==> config.mk <==
export PLATFORM = sky130hd
export DESIGN_NAME = mips_multicycle_control
export DESIGN_NICKNAME = d
export VERILOG_FILES = /design/src/rtl/mips_ctl_pkg.sv /design/src/rtl/mips_alu_ctl.sv /design/src/rtl/mips_multicycle_control.sv
export SDC_FILE = /design/constraint.sdc
export NUM_CORES = 1
export LEC_CHECK = 0
export BUFFER_PORTS_ARGS = -buffer_cell sky130_fd_sc_hd__buf_2
export CAP_MARGIN = 20
export CORE_ASPECT_RATIO = 0.5
export CORE_MARGIN = 2
export CORE_UTILIZATION = 30
export DETAILED_ROUTE_END_ITERATION = 8
export PLACE_DENSITY = 0.6
export SLEW_MARGIN = 20
export SYNTH_ARGS = -nofsm -noshare
export SYNTH_HDL_FRONTEND = slang
export SYNTH_SLANG_ARGS = --single-unit
==> constraint.sdc <==
create_clock -name clk -period 1.89 [get_ports clk]
set_input_delay 0.378 -clock clk [delete_from_list [all_inputs] [get_ports clk]]
set_output_delay 0.378 -clock clk [all_outputs]
set_load 0.05 [all_outputs]
==> src/rtl/mips_ctl_pkg.sv <==
// Shared definitions for the multi-cycle MIPS control unit: FSM state
// encoding, opcode and funct constants, ALUOp / ALUCtl codes, and the
// ALUSrcB / PCSource mux encodings used by the datapath.
package mips_ctl_pkg;

  typedef enum logic [3:0] {
    S_FETCH  = 4'd0,
    S_DECODE = 4'd1,
    S_MEMADR = 4'd2,
    S_MEMRD  = 4'd3,
    S_MEMWB  = 4'd4,
    S_MEMWR  = 4'd5,
    S_EXEC   = 4'd6,
    S_ALUWB  = 4'd7,
    S_BRANCH = 4'd8,
    S_ADDIEX = 4'd9,
    S_ADDIWB = 4'd10,
    S_JUMP   = 4'd11,
    S_TRAP   = 4'd12
  } state_t;

  localparam logic [5:0] OP_RTYPE = 6'b000000;
  localparam logic [5:0] OP_LW    = 6'b100011;
  localparam logic [5:0] OP_SW    = 6'b101011;
  localparam logic [5:0] OP_BEQ   = 6'b000100;
  localparam logic [5:0] OP_ADDI  = 6'b001000;
  localparam logic [5:0] OP_J     = 6'b000010;

  localparam logic [5:0] F_ADD = 6'b100000;
  localparam logic [5:0] F_SUB = 6'b100010;
  localparam logic [5:0] F_AND = 6'b100100;
  localparam logic [5:0] F_OR  = 6'b100101;
  localparam logic [5:0] F_SLT = 6'b101010;

  localparam logic [1:0] ALUOP_ADD   = 2'b00;
  localparam logic [1:0] ALUOP_SUB   = 2'b01;
  localparam logic [1:0] ALUOP_FUNCT = 2'b10;

  localparam logic [2:0] ALU_AND = 3'b000;
  localparam logic [2:0] ALU_OR  = 3'b001;
  localparam logic [2:0] ALU_ADD = 3'b010;
  localparam logic [2:0] ALU_SUB = 3'b110;
  localparam logic [2:0] ALU_SLT = 3'b111;

  localparam logic [1:0] SRCB_B      = 2'b00;
  localparam logic [1:0] SRCB_FOUR   = 2'b01;
  localparam logic [1:0] SRCB_IMM    = 2'b10;
  localparam logic [1:0] SRCB_IMM_SH = 2'b11;

  localparam logic [1:0] PCSRC_ALU    = 2'b00;
  localparam logic [1:0] PCSRC_ALUOUT = 2'b01;
  localparam logic [1:0] PCSRC_JUMP   = 2'b10;

endpackage

==> src/rtl/mips_alu_ctl.sv <==
// ALU control decoder: maps the FSM's ALUOp plus the instruction funct
// field to an ALU operation code. Purely combinational.
//   alu_op  in  2         00 = add, 01 = sub, 10 = decode funct
//   funct   in  FUNCT_W   IR[5:0]
//   alu_ctl out ALUCTL_W  ALU operation
module mips_alu_ctl
  import mips_ctl_pkg::*;
#(
  parameter int FUNCT_W  = 6,
  parameter int ALUCTL_W = 3
) (
  input  logic [1:0]          alu_op,
  input  logic [FUNCT_W-1:0]  funct,
  output logic [ALUCTL_W-1:0] alu_ctl
);

  always_comb begin
    alu_ctl = ALUCTL_W'(ALU_ADD);
    case (alu_op)
      ALUOP_SUB: alu_ctl = ALUCTL_W'(ALU_SUB);
      ALUOP_FUNCT: begin
        case (funct)
          F_ADD:   alu_ctl = ALUCTL_W'(ALU_ADD);
          F_SUB:   alu_ctl = ALUCTL_W'(ALU_SUB);
          F_AND:   alu_ctl = ALUCTL_W'(ALU_AND);
          F_OR:    alu_ctl = ALUCTL_W'(ALU_OR);
          F_SLT:   alu_ctl = ALUCTL_W'(ALU_SLT);
          // Unknown funct falls back to add; it is not trapped.
          default: alu_ctl = ALUCTL_W'(ALU_ADD);
        endcase
      end
      default: alu_ctl = ALUCTL_W'(ALU_ADD);
    endcase
  end

endmodule

==> src/rtl/mips_multicycle_control.sv <==
// Multi-cycle MIPS control unit. One FSM walks each instruction through
// fetch, decode, execute, memory and writeback (3-5 cycles plus memory
// wait states) and drives the shared-memory datapath strobes and muxes.
// Ports:
//   clk, rst_n          clock, asynchronous active-low reset
//   Op, Funct           IR[31:26] (sampled in DECODE), IR[5:0] (used in EXEC)
//   mem_ready           memory access completes this cycle
//   PCWrite..PCSource   datapath controls
//   ALUCtl              ALU operation
//   state               current FSM state (debug)
//   illegal             trap reached; held until reset
//   instr_count         retired-instruction counter (wraps)
//
// Memory handshake: a request (MemRead or MemWrite, in FETCH, MEMRD or
// MEMWR) is held steady every cycle until the cycle in which mem_ready is
// 1; that cycle completes the access and the FSM advances on its edge.
// mem_ready is ignored in all other states.
module mips_multicycle_control
  import mips_ctl_pkg::*;
#(
  parameter int OP_W     = 6,
  parameter int FUNCT_W  = 6,
  parameter int ALUCTL_W = 3,
  parameter int CNT_W    = 32,
  parameter bit EN_ADDI  = 1'b1,
  parameter bit EN_JUMP  = 1'b1
) (
  input  logic                clk,
  input  logic                rst_n,
  input  logic [OP_W-1:0]     Op,
  input  logic [FUNCT_W-1:0]  Funct,
  input  logic                mem_ready,
  output logic                PCWrite,
  output logic                PCWriteCond,
  output logic                IorD,
  output logic                MemRead,
  output logic                MemWrite,
  output logic                IRWrite,
  output logic                MemtoReg,
  output logic                RegWrite,
  output logic                RegDst,
  output logic                ALUSrcA,
  output logic [1:0]          ALUSrcB,
  output logic [1:0]          PCSource,
  output logic [ALUCTL_W-1:0] ALUCtl,
  output logic [3:0]          state,
  output logic                illegal,
  output logic [CNT_W-1:0]    instr_count
);

  state_t     cur_state, nxt_state;
  logic       mem_is_store;
  logic       retire;
  logic [1:0] alu_op;
  logic       pc_write_s, pc_write_cond_s, mem_read_s, mem_write_s;
  logic       ir_write_s, reg_write_s;

  always_ff @(posedge clk or negedge rst_n) begin
    if (!rst_n) begin
      cur_state    <= S_FETCH;
      mem_is_store <= 1'b0;
      instr_count  <= '0;
    end else begin
      cur_state <= nxt_state;
      // Op is only valid in DECODE, so remember lw vs sw for MEMADR.
      if (cur_state == S_DECODE) mem_is_store <= (Op == OP_SW);
      if (retire) instr_count <= instr_count + CNT_W'(1);
    end
  end

  always_comb begin
    nxt_state       = cur_state;
    retire          = 1'b0;
    alu_op          = ALUOP_ADD;
    pc_write_s      = 1'b0;
    pc_write_cond_s = 1'b0;
    mem_read_s      = 1'b0;
    mem_write_s     = 1'b0;
    ir_write_s      = 1'b0;
    reg_write_s     = 1'b0;
    IorD            = 1'b0;
    MemtoReg        = 1'b0;
    RegDst          = 1'b0;
    ALUSrcA         = 1'b0;
    ALUSrcB         = SRCB_B;
    PCSource        = PCSRC_ALU;
    case (cur_state)
      S_FETCH: begin
        mem_read_s = 1'b1;
        ALUSrcB    = SRCB_FOUR;
        // PC+4 and IR load happen only on the cycle the fetch completes.
        ir_write_s = mem_ready;
        pc_write_s = mem_ready;
        if (mem_ready) nxt_state = S_DECODE;
      end
      S_DECODE: begin
        ALUSrcB = SRCB_IMM_SH;
        if (Op == OP_LW || Op == OP_SW)  nxt_state = S_MEMADR;
        else if (Op == OP_RTYPE)         nxt_state = S_EXEC;
        else if (Op == OP_BEQ)           nxt_state = S_BRANCH;
        else if (EN_ADDI && Op == OP_ADDI) nxt_state = S_ADDIEX;
        else if (EN_JUMP && Op == OP_J)  nxt_state = S_JUMP;
        else                             nxt_state = S_TRAP;
      end
      S_MEMADR: begin
        ALUSrcA   = 1'b1;
        ALUSrcB   = SRCB_IMM;
        nxt_state = mem_is_store ? S_MEMWR : S_MEMRD;
      end
      S_MEMRD: begin
        mem_read_s = 1'b1;
        IorD       = 1'b1;
        if (mem_ready) nxt_state = S_MEMWB;
      end
      S_MEMWB: begin
        reg_write_s = 1'b1;
        MemtoReg    = 1'b1;
        retire      = 1'b1;
        nxt_state   = S_FETCH;
      end
      S_MEMWR: begin
        mem_write_s = 1'b1;
        IorD        = 1'b1;
        if (mem_ready) begin
          retire    = 1'b1;
          nxt_state = S_FETCH;
        end
      end
      S_EXEC: begin
        ALUSrcA   = 1'b1;
        alu_op    = ALUOP_FUNCT;
        nxt_state = S_ALUWB;
      end
      S_ALUWB: begin
        reg_write_s = 1'b1;
        RegDst      = 1'b1;
        retire      = 1'b1;
        nxt_state   = S_FETCH;
      end
      S_BRANCH: begin
        ALUSrcA         = 1'b1;
        alu_op          = ALUOP_SUB;
        pc_write_cond_s = 1'b1;
        PCSource        = PCSRC_ALUOUT;
        retire          = 1'b1;
        nxt_state       = S_FETCH;
      end
      S_ADDIEX: begin
        ALUSrcA   = 1'b1;
        ALUSrcB   = SRCB_IMM;
        nxt_state = S_ADDIWB;
      end
      S_ADDIWB: begin
        reg_write_s = 1'b1;
        retire      = 1'b1;
        nxt_state   = S_FETCH;
      end
      S_JUMP: begin
        pc_write_s = 1'b1;
        PCSource   = PCSRC_JUMP;
        retire     = 1'b1;
        nxt_state  = S_FETCH;
      end
      S_TRAP:  nxt_state = S_TRAP;
      default: nxt_state = S_FETCH;
    endcase
  end

  // Architectural write/request strobes are killed combinationally while
  // reset is asserted, so a reset mid-instruction can never write.
  assign PCWrite     = pc_write_s & rst_n;
  assign PCWriteCond = pc_write_cond_s & rst_n;
  assign MemRead     = mem_read_s & rst_n;
  assign MemWrite    = mem_write_s & rst_n;
  assign IRWrite     = ir_write_s & rst_n;
  assign RegWrite    = reg_write_s & rst_n;

  assign state   = cur_state;
  // TRAP is absorbing, so this stays high until reset.
  assign illegal = (cur_state == S_TRAP);

  mips_alu_ctl #(
    .FUNCT_W  (FUNCT_W),
    .ALUCTL_W (ALUCTL_W)
  ) u_alu_ctl (
    .alu_op  (alu_op),
    .funct   (Funct),
    .alu_ctl (ALUCtl)
  );

endmodule

; Word level (Yosys, flattened, before mapping)
; Index checks and enable logic that the tools add are counted.
; Widths: inputs -> output; s select.
[word_totals]
register_bits = 37
inputBits = 15
[classes]
bitwise = 6
reduce_logical = 10
addsub = 1
n_mux = 27
n_eq_ne = 26
[op_table]
columns = operator, n
row1 = $eq 6x6->1 const B, 6
row2 = $add 32x1->32 const B, 1
row3 = $pmux 4 s8, 1
row4 = $eq 4x4->1 const B, 5
row5 = $mux 4, 5
row6 = $eq 4x3->1 const B, 4
row7 = $mux 3, 4
row8 = $pmux 3 s4, 1
row9 = $mux 1, 10
row10 = $eq 4x2->1 const B, 2
row11 = $pmux 2 s2, 2
row12 = $and 1x1->1, 6
row13 = $eq 6x2->1 const B, 1
row14 = $eq 6x3->1 const B, 1
row15 = $eq 6x4->1 const B, 1
row16 = $logic_not 6->1, 1
row17 = $ne 2x2->1 const B, 3
row18 = $pmux 2 s3, 1
row19 = $pmux 3 s2, 1
row20 = $reduce_or 2->1, 3
row21 = $reduce_or 5->1, 1
row22 = $eq 4x1->1 const B, 1
row23 = $logic_not 4->1, 1
row24 = $pmux 1 s2, 2
row25 = 6 further kinds, 6

; Depth between registers and ports, before layout
[depth]
depth_word = 7
ltp_mapped = 8

; Cells and area by module
; From an unflattened synthesis, not the netlist that was laid out.
[hier_totals]
hier_cells = 241
hier_area_um2 = 2179.6
[modules_own_cells]
columns = mod, n_inst, cells_per_inst, area_per_inst_um2, seq_area_each_um2
row1 = mips_multicycle_control, 1, 226, 2060.7, 925.9
row2 = mips_alu_ctl, 1, 15, 118.9, 0.0

; Worst setup path before layout
; Ideal clock, no wire load.
[synth_timing]
path_kind = reg-to-output
start = register cur_state[2], in the netlist state[2]
end = output ALUCtl[2]
required_time_ps = 1512
setup_slack_ps = -1223
path_buffers = 2
path_stages_with_launch = 9
arrival_time_ps = 2735
path_cell_list = dfrtp_1 buf_2 clkbuf_1 nor2b_1 nand2_1 inv_1 ha_1 nand3b_1 o22ai_1
[synth_via]
elab_chain_len = 4
[synth_lines]
columns = element, line
row1 = start: declaration, mips_multicycle_control.sv:51  ; state_t cur_state, nxt_state;
row2 = start signal: assignment, mips_multicycle_control.sv:64  ; cur_state <= nxt_state;
row3 = $eq 4x4->1 or $eq 4x3->1 (tied branches), mips_multicycle_control.sv:87  ; case (cur_state)
row4 = $pmux 2 s2 (*), mips_multicycle_control.sv:87
row5 = $eq 2x2->1 or $eq 2x1->1 (tied branches), mips_alu_ctl.sv:19  ; case (alu_op)
row6 = $pmux 3 s2 (*), mips_alu_ctl.sv:19
row7 = end: declaration, mips_multicycle_control.sv:45  ; output logic [ALUCTL_W-1:0] ALUCtl,
; Every way passes the cells marked *; elsewhere a longest branch is shown, timed or not.

; Worst setup path after layout
[layout_timing]
start = register cur_state[0], in the netlist state[0]
end = output ALUCtl[2]
; Same word-level chain as after synthesis.

==> impl_metrics.ini <==
[timing]
worstMarginPinSlew_ns = 0.548
period_share = 1.14
hold_viol = 0
max_slew_margin = 0.634
finClkSkew_ns = 0.00615
holdWs_ns = 0.0794
fmax_mhz = 465
setup_viol = 17
drv_slew = 0
fin_crit_ns = 2.15
setup_ws_ns = -0.263
grt_setup_unrepaired = yes
finalSetupTns_ns = -1.27

[floorplanning]
start_util = 0.309
die_y_um = 65.3
die_width_um = 127
die_area_um2 = 8270
num_rows = 22
coreArea_um2 = 7290
ios = 69

[placed_design]
dpl-instance-area_um2 = 2960
numPortBuffers = 68
placed_cells = 416
routabilityCongestion = 0.831
dpl.hpwl_um = 4260
place_ws_ns = -0.106

[clocking]
cts_hold_buf = 0
cts_tree = yes
insertion_delay_ns = 0.28
h-tree-depth = 2
clk_pin_slew_ns = 0.06
cts_made_buffers = 5
cts_sinks = 37
cts-root-buf = clkbuf_16
cts_buffer_depth = 2

[logic_synthesis]
ys_async_sr_fraction = 1.00
syn_avg_cell_area_um2 = 9.44
syn_nets = 257
synthDistinctLibCells = 47
seq_area_frac_synth = 0.410
yosys_warnings = 0
synth_edf_count = 0
syn_inst = 239
synthFlopType = dfrtp_1
syn_area_um2 = 2260
ys_seq_elements = 37

[critical_path]
endpoint_kind = output port
rr_worst_depth = 8
start_kind = flip-flop
path_max_fanout = 3
required_ns = 1.51
cp_data_arrival_time_ns = 1.77
worstSetupPathType = reg -> out

[grt]
grt_pass1_wl_um = 9550
grt.total_usage = 0.142
grt_max_degree = 34
grt_pass1_vias = 2050
overflow = 0
antenna_found_initial = 0

[finish]
drive_gt1_frac = 0.532
multi_input_area_um2 = 1580
fin_area_um2 = 3610
fin_nets = 363
antennaDiodeCount = 0
final_common_cell = buf_2
syn2layout_area_growth_pct = 60.2
final_cell_mix = 50 x buf_2, 33 x dfrtp_1, 28 x buf_4
final_cells = 442
n_fill_cell = 678
final-seq-area_um2 = 931
final_util = 0.495

[power_and_ir_drop]
p_leak_nw = 1.78
power.density_nw_per_um2 = 1350
vdd_drop_max_v = 0.000554
power_mw = 4.88

[run]
drv_cap = 0

[routing]
post-route-drc-count = 0
wire_per_inst_um = 13.7
vias = 2103
finalWirelength_um = 6050
avgViaCountPerCell = 4.76
drtIter0Drc = 65
drt_first_pass_iters = 4
postRouteAntennaNets = 0

[status]
status = finished, violations left
violations = negative setup slack

[hold_path]
min_path_type = in -> async
-- state kept, by name, summed over array words and instances, names as in the netlist --
register and count:
instr_count 32, state 4, mem_is_store 1
-- kinds of logic after synthesis --
| kind of cell | share of synthesized area |
|---|---|
| AO/OA/AOI/OAI | 0.0871 |
| XOR/XNOR | 0.128 |
| adder cells (fa/ha/maj) | 0.0166 |
| buffers and inverters | 0.0338 |
| flip-flops | 0.410 |
| multiplexers | 0.0189 |
| AND/OR/NAND/NOR | 0.305 |
-- area by class of cell --
class                           count  area share
Clock buffer                        5      0.0346
Clock inverter                      3     0.00623
Inverter                            9      0.0104
Multi-Input combinational cell    187       0.438
Sequential cell                    37       0.258
Tap cell                           96      0.0332
Timing Repair Buffer              105       0.220
-- synth_stat cells (all sizes together), types with 2 or more instances --
| library cell | count | area, um2 |
|---|---|---|
| nor3b | 2 | 15.0 |
| clkbuf | 4 | 15.0 |
| nand4 | 6 | 67.6 |
| nor4 | 2 | 27.5 |
| nand3b | 3 | 22.5 |
| xnor2 | 10 | 87.6 |
| and4 | 2 | 20.0 |
| inv | 9 | 33.8 |
| o21ai | 6 | 41.3 |
| o211ai | 2 | 15.0 |
| dfrtp | 37 | 926 |
| and2 | 2 | 12.5 |
| nand3 | 10 | 62.6 |
| mux2i | 2 | 20.0 |
| nor2 | 30 | 115 |
| o22ai | 3 | 18.8 |
| nand2 | 28 | 110 |
| and3 | 6 | 37.5 |
| buf | 3 | 27.5 |
| nand2b | 3 | 18.8 |
| mux2 | 2 | 22.5 |
| xor2 | 23 | 201 |
| ha | 3 | 37.5 |
| a21oi | 8 | 43.8 |
| nor3 | 18 | 130 |
| nor2b | 6 | 40.0 |
-- path summary, 6_finish.rpt --
path | start | endpoint | slack (ns)
worst min register to register | instr_count[31] | instr_count[31] | 0.46
worst min-delay path | rst_n | state[2] | 0.08
max in group asynchronous | rst_n | instr_count[7] | 1.39
min in group clk | Op[3] | mem_is_store | 0.43
worst max-delay path | state[0] | ALUCtl[2] | -0.26
worst max register to register | state[0] | instr_count[27] | -0.05
-- report_power, final --
| group | internal, mW | switching, mW | total [mW] |
|---|---|---|---|
| sequential | 0.907 | 0.141 | 1.05 |
| combinational | 1.23 | 1.79 | 3.01 |
| clock | 0.490 | 0.327 | 0.817 |
| total | 2.62 | 2.25 | 4.88 |
-- per-layer routing --
layer | wire length [um] | GRT usage | vias to the layer above
li1 | - | - | 1034
met1 | 2700 | 0.178 | 1029
met2 | 3090 | 0.250 | 38
met3 | 224 | 0.0277 | 2
met4 | 34 | 0.0426 | 0
met5 | 0 | 0 | -
-- what timing repair did --
action                                  CTS  global route
endpoints found under the setup margin   13            42
cloned                                    0             1
buffers inserted                          9             9
gates resized for setup                  47            46
pin swaps                                16            15
-- worst max-delay path: stages, from the launching register on --
cell and delay, ns:
dfrtp_2 0.44, nor2b_4 0.13, nand2_2 0.07, inv_2 0.07, ha_4 0.19, nand3b_1 0.25
o22ai_4 0.15, buf_6 0.18
(Power assumes the default switching activity.)
